`config.mk`:
```
export PLATFORM = sky130hd
export DESIGN_NAME = sc_io_selftest
export DESIGN_NICKNAME = d
export VERILOG_FILES = /design/src/rtl/sc_io_selftest.sv
export SDC_FILE = /design/constraint.sdc
export NUM_CORES = 2
export LEC_CHECK = 0
export ABC_AREA = 1
export CAP_MARGIN = 20
export CORE_MARGIN = 1
export CORE_UTILIZATION = 50
export CTS_BUF_LIST = sky130_fd_sc_hd__clkbuf_4 sky130_fd_sc_hd__clkbuf_8
export CTS_CLUSTER_DIAMETER = 120
export DETAILED_ROUTE_END_ITERATION = 7
export PLACE_DENSITY = 0.67
export SYNTH_ARGS = -nofsm -noshare
export SYNTH_HDL_FRONTEND = slang
export SYNTH_SLANG_ARGS = --single-unit
```
`constraint.sdc`:
```
create_clock -name clock -period 4.4 [get_ports clock]
set_input_delay 0.66 -clock clock [delete_from_list [all_inputs] [get_ports clock]]
set_output_delay 0.66 -clock clock [all_outputs]
set_load 0.01 [all_outputs]
```
`src/rtl/sc_io_selftest.sv`:
```
// sc_io_selftest -- loadable-vector self-test sequencer for the single-cycle computer.
//
// Each vector in the table is applied in four steps:
//   1. Drive the computer's input ports with the vector's input words.
//   2. Hold the computer in reset (dut_resetn low) for RST_CYCLES cycles.
//   3. Release reset and watch one output port for the expected value,
//      for at most TIMEOUT cycles.
//   4. Record whether the vector passed or failed.
//
// Build option:
//   SELFTEST_STABLE_EN -- when defined, a match must hold for 4 consecutive
//   RUN cycles before the vector passes. When undefined, a single matching
//   cycle is enough.
//
// Ports:
//   clock, resetn        system clock; asynchronous active-low reset
//   start, num_vec       start pulse; number of vectors to run (clamped to DEPTH)
//   ld_we, ld_addr,      table write: ld_sel 0..NCH-1 selects an input word,
//   ld_sel, ld_data      NCH the expected value, NCH+1 the output port select
//   out_port_bus         computer outputs; port k = bits [k*WIDTH +: WIDTH]
//   in_port_bus          computer inputs, packed the same way
//   dut_resetn           active-low reset to the computer
//   busy, done, pass     run status; pass is valid while done is high
//   fail_count           number of failing vectors
//   fail_index           index of the first failing vector
//
// State table:
//   IDLE  | waiting for start after reset
//   RESET | inputs applied, computer held in reset
//   RUN   | computer running, output port compared each cycle
//   DONE  | run finished, result held, computer left running
module sc_io_selftest #(
  parameter int WIDTH      = 32,
  parameter int NCH        = 2,
  parameter int NOUT       = 3,
  parameter int DEPTH      = 16,
  parameter int RST_CYCLES = 4,
  parameter int TIMEOUT    = 1024
) (
  input  logic                       clock,
  input  logic                       resetn,
  input  logic                       start,
  input  logic [$clog2(DEPTH):0]     num_vec,
  input  logic                       ld_we,
  input  logic [$clog2(DEPTH)-1:0]   ld_addr,
  input  logic [$clog2(NCH+2)-1:0]   ld_sel,
  input  logic [WIDTH-1:0]           ld_data,
  input  logic [NOUT*WIDTH-1:0]      out_port_bus,
  output logic [NCH*WIDTH-1:0]       in_port_bus,
  output logic                       dut_resetn,
  output logic                       busy,
  output logic                       done,
  output logic                       pass,
  output logic [$clog2(DEPTH):0]     fail_count,
  output logic [$clog2(DEPTH)-1:0]   fail_index
);

  localparam int AW = $clog2(DEPTH);
  localparam int CW = AW + 1;
  localparam int SW = $clog2(NCH + 2);
  localparam int RW = $clog2(RST_CYCLES + 1);
  localparam int TW = $clog2(TIMEOUT + 1);

  typedef enum logic [1:0] {IDLE, RESET, RUN, DONE} state_t;

  state_t          state;
  logic [AW-1:0]   vec_idx;
  logic [CW-1:0]   n_vec;
  logic [CW-1:0]   n_eff;
  logic [RW-1:0]   rst_cnt;
  logic [TW-1:0]   tmo_cnt;
  logic [CW-1:0]   fail_cnt;
  logic [AW-1:0]   fail_idx;
  logic            running;
  logic            match;
  logic            pass_now;
  logic            last_vec;

  // The vector table has no reset, so a reset does not clear loaded vectors.
  logic [WIDTH-1:0] tbl_in  [DEPTH][NCH];
  logic [WIDTH-1:0] tbl_exp [DEPTH];
  logic [WIDTH-1:0] tbl_sel [DEPTH];

  assign running  = (state == RESET) || (state == RUN);
  assign n_eff    = (num_vec > CW'(DEPTH)) ? CW'(DEPTH) : num_vec;
  assign last_vec = ({1'b0, vec_idx} == (n_vec - CW'(1)));

  always_ff @(posedge clock) begin
    if (ld_we && !running) begin
      for (int c = 0; c < NCH; c++)
        if (ld_sel == SW'(c)) tbl_in[ld_addr][c] <= ld_data;
      if (ld_sel == SW'(NCH))     tbl_exp[ld_addr] <= ld_data;
      if (ld_sel == SW'(NCH + 1)) tbl_sel[ld_addr] <= ld_data;
    end
  end

  // A select value of NOUT or above matches no port, so such a vector
  // can only end by timing out.
  always_comb begin
    match = 1'b0;
    for (int k = 0; k < NOUT; k++)
      if (tbl_sel[vec_idx] == WIDTH'(k) &&
          out_port_bus[k*WIDTH +: WIDTH] == tbl_exp[vec_idx])
        match = 1'b1;
  end

`ifdef SELFTEST_STABLE_EN
  logic [1:0] stab_cnt;
  assign pass_now = match && (stab_cnt == 2'd3);
`else
  assign pass_now = match;
`endif

  // Outputs are registered from the state one cycle later. As a result,
  // dut_resetn is low for exactly RST_CYCLES cycles per vector, and a match
  // at RUN count k is reported k+1 cycles after dut_resetn rises.
  always_ff @(posedge clock or negedge resetn) begin
    if (!resetn) begin
      state       <= IDLE;
      vec_idx     <= '0;
      n_vec       <= '0;
      rst_cnt     <= '0;
      tmo_cnt     <= '0;
      fail_cnt    <= '0;
      fail_idx    <= '0;
      in_port_bus <= '0;
      dut_resetn  <= 1'b0;
      busy        <= 1'b0;
      done        <= 1'b0;
      pass        <= 1'b0;
      fail_count  <= '0;
      fail_index  <= '0;
`ifdef SELFTEST_STABLE_EN
      stab_cnt    <= 2'd0;
`endif
    end else begin
      busy       <= running;
      done       <= (state == DONE);
      pass       <= (state == DONE) && (fail_cnt == '0);
      dut_resetn <= (state == RUN) || (state == DONE);
      fail_count <= fail_cnt;
      fail_index <= fail_idx;
      if (state == RESET)
        for (int c = 0; c < NCH; c++)
          in_port_bus[c*WIDTH +: WIDTH] <= tbl_in[vec_idx][c];

      case (state)
        IDLE, DONE: begin
          if (start) begin
            fail_cnt <= '0;
            fail_idx <= '0;
            vec_idx  <= '0;
            n_vec    <= n_eff;
            rst_cnt  <= RW'(RST_CYCLES - 1);
            state    <= (n_eff == '0) ? DONE : RESET;
          end
        end
        RESET: begin
          if (rst_cnt == '0) begin
            state   <= RUN;
            tmo_cnt <= TW'(TIMEOUT - 1);
`ifdef SELFTEST_STABLE_EN
            stab_cnt <= 2'd0;
`endif
          end else begin
            rst_cnt <= rst_cnt - RW'(1);
          end
        end
        RUN: begin
`ifdef SELFTEST_STABLE_EN
          stab_cnt <= match ? stab_cnt + 2'd1 : 2'd0;
`endif
          // A match on the final allowed cycle still counts as a pass.
          if (pass_now || tmo_cnt == '0) begin
            if (!pass_now) begin
              fail_cnt <= fail_cnt + CW'(1);
              if (fail_cnt == '0) fail_idx <= vec_idx;
            end
            if (last_vec) begin
              state <= DONE;
            end else begin
              state   <= RESET;
              vec_idx <= vec_idx + AW'(1);
              rst_cnt <= RW'(RST_CYCLES - 1);
            end
          end else begin
            tmo_cnt <= tmo_cnt - TW'(1);
          end
        end
        default: state <= IDLE;
      endcase
    end
  end

endmodule

```
Yosys cells after proc, flatten, opt, wreduce, memory -nomap -nowiden
Memory sizes are Yosys's and may differ from the RTL's. A register that Yosys moved wholly into a read port is not among the register bits.
Cells that the tools add are included.
Word-level totals
  bits in read-only memories: 0
  word-level logic and storage cells: 111
  memories kept: 3
  bits in latches: 0
  register bits: 47
  bits of input ports: 143
  output and inout port bits: 77
  memory bits (writable): 2048
Cells by class
  order comparisons: 1
  add/subtract/negate cells: 5
  eq/ne operators: 20
  div/mod/pow operators: 0
  bitwise operators: 0
  mux-type cells: 42
  reductions and logical operators: 27
  shift-type cells: 0
  multipliers: 0
Memory list
  tbl_in: words 16, bits a word 64, rd ports 1, clocked after memory_dff 1, write ports 1, RTL line 80  | logic [WIDTH-1:0] tbl_in [DEPTH][NCH];
  tbl_exp: words 16, bits a word 32, rd ports 1, clocked after memory_dff 0, write ports 1, RTL line 81  | logic [WIDTH-1:0] tbl_exp [DEPTH];
  tbl_sel: words 16, bits a word 32, rd ports 1, clocked after memory_dff 0, write ports 1, RTL line 82  | logic [WIDTH-1:0] tbl_sel [DEPTH];
Operators by type and width (count)
  $eq 32x32->1: 3
  $eq 32x1->1 const B: 1
  $eq 32x2->1 const B: 1
  $logic_not 32->1: 1
  $mux 4: 6
  $mux 11: 2
  $pmux 11 s2: 1
  $mux 5: 4
  $pmux 4 s2: 2
  $mux 1: 15
  $mux 3: 4
  $reduce_and 4->1: 3
  $logic_not 11->1: 1
  $sub 11x1->11 const B: 1
  $logic_not 5->1: 2
  $mux 2: 5
  $ne 2x2->1 const B: 5
  $pmux 5 s2: 1
  $pmux 3 s3: 1
  $eq 2x2->1 const B: 4
  $ne 2x1->1 const B: 3
  $pmux 2 s3: 1
  $reduce_and 3->1: 2
  $add 5x1->5 const B: 1
  15 further kinds: 25

Depth between registers and ports, before layout
An unclocked memory read counts as a cell.
  depth after elaboration: 9
  depth in mapped cells: 25
  gate-level depth less buffers: 22

Worst setup path after synthesis
OpenSTA, ideal clock, no wires.
  path type: register to register
  from: register state[0]
  to: memory tbl_exp[10][0], enable pin
  buffers on the path: 1
  data required time: 3979 ps
  arrival: 2683 ps
  stages on the path, launching flop included: 8
  path slack: 1296 ps
  period minus slack after synthesis: 3104 ps
  library setup time: 421 ps
  path through: dfrtp_1 > inv_1 > ha_1 > nand2_1 > inv_1 > nand3_1 > clkbuf_1 > nor2_1
On the way
  cells in the longest elaborated chain, start to end: 6
RTL lines
  start: declaration: RTL line 66  | state_t state;
  start signal: assignment: RTL line 155  | state <= (n_eff == '0) ? DONE : RESET;
  $eq 2x1->1 / $eq 2x2->1 (equally long branches): RTL line 84  | assign running = (state == RESET) || (state == RUN);
  $logic_or 1x1->1 (*): RTL line 84
  $logic_not 1->1 (*): RTL line 89  | if (ld_we && !running) begin
  $logic_and 1x1->1 (*): RTL line 89
  $mux 1 (*): RTL line 89
  $mux 1 (implied by the code) (*): RTL line 92  | if (ld_sel == SW'(NCH)) tbl_exp[ld_addr] <= ld_data;
  end: declaration: RTL line 81
Every way passes the cells marked *; elsewhere a longest branch is shown, timed or not.

Final worst setup path
  from: register vec_idx[2]
  to: register fail_cnt[1]
On the way
  cells in the longest elaborated chain, start to end: 9
RTL lines
  start: declaration: RTL line 67  | logic [AW-1:0] vec_idx;
  start signal: assignment: RTL line 183  | vec_idx <= vec_idx + AW'(1);
  $mem_v2 16x32 (on tied branches)
  $eq 32x32->1 / $logic_not 32->1 (equally long branches): RTL line 103, 102
  $logic_and 1x1->1: RTL line 102  | if (tbl_sel[vec_idx] == WIDTH'(k) &&
  $mux 1 (2 in a row): RTL line 102
  $mux 1 (*): RTL line 102
  $logic_or 1x1->1: RTL line 174  | if (pass_now || tmo_cnt == '0) begin
  $ne 2x1->1 (no source line)
  $reduce_and 4->1 (no source line) (*)
  end signal: assignment: RTL line 176  | fail_cnt <= fail_cnt + CW'(1);
  end: declaration: RTL line 72  | logic [CW-1:0] fail_cnt;
Marked as above.
A chain may end at the register's enable or synchronous reset.

==> impl_metrics.toml <==
[worst_setup_path]
cpMaxStageDelayCell = "dfrtp_1"
regToRegStartpoint = "vec_idx[2]"
crit_chain = "nand2_4 > inv_2 > buf_12 > nand3_1 > nand2_1 > nor2_1 > nand2_1 > nand2_1 > nand2_1 > nand2_1 > nor2_1 > nand3_1 > nor2_1 > nand3_1 > nand4_1 > nand2_1 > nor2_2 > inv_1 > nand2_1 > nand2_1"
start_kind = "register"
ff2ff_path_depth = 20
critical_path_required_ns = 5.29
cp_data_arrival_time_ns = 4.99
cpLargestDelayFamily = "simple AND/OR/NAND/NOR gates"
worst-path-buf-inv = 3
cp-end-kind = "register"
r2r_slack_ns = 0.30
cp_slowest_stage_delay_ns = 0.75
crit_type = "reg -> reg"
crit_fanout = 75
crit_top_cell = "nand2_1"
r2r_end = "fail_cnt[1]"

[outcome]
outcome = "completed"

[route]
wl_per_cell_um = 24.6
drt_iter0_markers = 7019
drc = 0
num_vias = 55547
vias_per_cell = 5.78
wl_um = 236000
ant_nets = 0
drt_pass1_iterations = 8

[yosys]
synth_area_per_cell_um2 = 12.6
synth-seq-area-share_pct = 75.6
synth_edf_count = 2048
syn_nets = 6879
syn_area_mm2 = 0.0850
ys_warn_count = 0
synth.ff_latch_count = 2159
synth_cell_types = 47
synth_ff_type = "edfxtp_1"
async_reset_ff_share_pct = 5.14
netlist_instances = 6725

[power]
power_density_mw_per_mm2 = 523
p_comb_share_pct = 20.0
p_int_uw = 35500
ir_drop_mv = 0.702
p_sw_uw = 15400
cellLeakagePower_uw = 0.0346
clkPwrFrac_pct = 33.7
swShare_pct = 30.3
seqPwrFrac_pct = 46.3

[cts]
cts_setup_buffers = 0
holdBufCountCts = 8
clock_latency_ns = 1.05
cts_root_buffer = "clkbuf_8"
cts.sinks = 2159
cts.htree.levels = 5
clk_pin_slew_ns = 0.06
cts_tree = "built"
clockBufferDepth = 4
cts_resized = 0
cts_buffers = 362

[run]
drv_cap = 0

[timing]
finalClockSkew_ns = 0.0840
hold_ws_ns = 0.117
hold_violations = 0
drv_slew = 0
rsz0062_at_grt = "no"
timing.final.crit_share_pct = 93.2
period_needed_ns = 4.10
tns_ns = 0
final-setup-viol-count = 0
worstMarginPinSlew_ns = 1.18
slew_headroom_pct = 21.2
max_clock_freq_ghz = 0.244

[worst_hold_path]
hold_end = "tbl_in[2][36]"
hold_path.class = "in -> reg"
hp-start = "ld_data[4]"
min_path_cells = 1

[global_route]
grt_pass1_wl_um = 345000
antenna_found_initial = 13
grt_use_total_pct = 27.1
overflow = 0
grt_max_degree = 227
first_global_vias = 53275

[layout]
drive_above_1_share_pct = 11.8
nets = 7285
area_growth_pct = 14.4
fin_area_mm2 = 0.0973

[floorplan]
initial_utilization_pct = 50.6
row_count = 150
core_area_mm2 = 0.168
ioPinCount = 220
die_w_um = 414
die-area_mm2 = 0.172
fp.dieH_um = 414

[place]
portBuffers = 219
dpl-instance-area_mm2 = 0.0903
place_congestion = 0.962
post-dp-hpwl_um = 125000
[routing by layer]
metal  part of all wire, %  GRT usage [%]  vias up
li1                      -              -    24756
met1                    41           37.7    27378
met2                    46           42.2     2942
met3                   9.2           4.95      471
met4                   3.7           11.3        0
met5                     0              0        -
[sequential cells by signal (all words and copies together) (netlist names), 2 cells and up]
signal and cells:
n_vec 5, tbl_exp 512, tbl_in 1024, rst_cnt 3
fail_count 5, fail_index 4, tbl_sel 512, tmo_cnt 11
vec_idx 4, in_port_bus 64, state 2, fail_idx 4
fail_cnt 5
[worst register-to-register path, delay by kind of cell (launching register included)]
family	cells	cell delay, ns
and+or+nand+nor	17	2.53
DFF	1	0.75
buffers and inverters	3	0.68
[stage by stage]
stage          cells  setup WS (ns)  power, uW  util, %
6_report        9610          0.297      50900     57.9
5_1_grt         9607         0.0912      53000     57.9
4_1_cts         9599          0.373      51100     57.9
3_5_place_dp    8961          0.432      34000     53.7
3_3_place_gp    8961          0.500      33800     53.7
2_1_floorplan   6725           1.30      30300        -
[worst max path at each step]
stage,from,depth (start not counted),endpoint,slack (ns)
global placement,vec_idx[2],20,fail_cnt[0],0.50
global route,vec_idx[2],20,fail_cnt[1],0.09
finish,vec_idx[2],20,fail_cnt[1],0.30
CTS,vec_idx[2],20,fail_cnt[1],0.37
detailed placement,vec_idx[2],20,fail_cnt[0],0.43
floorplan,state[0],7,tbl_exp[10][0],1.30
[cells in the final DEF, fill, tap and decap left out, types with 8 or more instances in the layout]
cell type	n
edfxtp_1	2048
nand2_1	1742
nor2_1	616
clkbuf_8	384
nand3_1	374
o21ai_0	332
inv_1	261
a21oi_1	247
clkdlybuf4s50_1	186
o22ai_1	150
buf_4	117
clkbuf_4	114
a2111oi_0	112
dfrtp_1	108
nand3b_1	82
clkinv_1	69
nor3_1	59
nor2_4	57
o31ai_1	56
clkinv_2	45
buf_12	38
buf_2	32
nand4_1	16
nand3_2	13
nor2_2	12
or2_2	11
ha_1	11
o21ai_1	10
diode_2	9
inv_2	9
dlygate4sd3_1	9
xor2_1	8
[synthesized netlist by cell type (all sizes together) (4+ instances only)]
master	instances	share of area, %
edfxtp	2048	72
nand2	1747	7.7
nor2	686	3.1
nand3	387	2.3
o21ai	342	2.0
inv	276	1.2
a21oi	247	1.5
clkbuf	199	0.88
o22ai	150	1.1
buf	142	1.1
a2111oi	112	1.2
dfrtp	111	3.3
nand3b	91	0.87
nor3	59	0.35
o31ai	56	0.49
or2	17	0.13
nand4	16	0.12
ha	11	0.16
xor2	8	0.082
o211ai	4	0.035
[power by group through the flow]
stage | logic [uW] | clock network, uW | registers (uW)
final | 10200 | 17200 | 23600
after global routing | 11200 | 18200 | 23600
after CTS | 10100 | 17400 | 23600
after detailed placement | 10100 | 0 | 24000
after global placement | 9870 | 0 | 24000
after floorplan | 6410 | 0 | 23900
[cell type report]
type | count | area, um^2
multi-input cells | 3949 | 18500
repair buffers | 383 | 3760
clock inverters | 132 | 764
fillers | 13022 | 70700
diodes | 9 | 22.5
clock buffers | 498 | 6140
flip-flops and latches | 2159 | 64300
inverters | 276 | 1060
well taps | 2204 | 2760
[cells by family (layout without fill, tap and decap cells)]
| kind of cell | Yosys count | count (layout) | share of synthesized area (%) |
|---|---|---|---|
| and+or+nand+nor | 3007 | 3007 | 14.6 |
| DFF | 2159 | 2159 | 75.6 |
| AOI/OAI and AO/OA | 920 | 920 | 6.34 |
| buffers and inverters | 617 | 1289 | 3.16 |
| adders and majority gates | 11 | 11 | 0.162 |
| xor gates and xnor gates | 11 | 11 | 0.113 |
| other | 0 | 9 | 0 |
(Power assumes the default switching activity.)
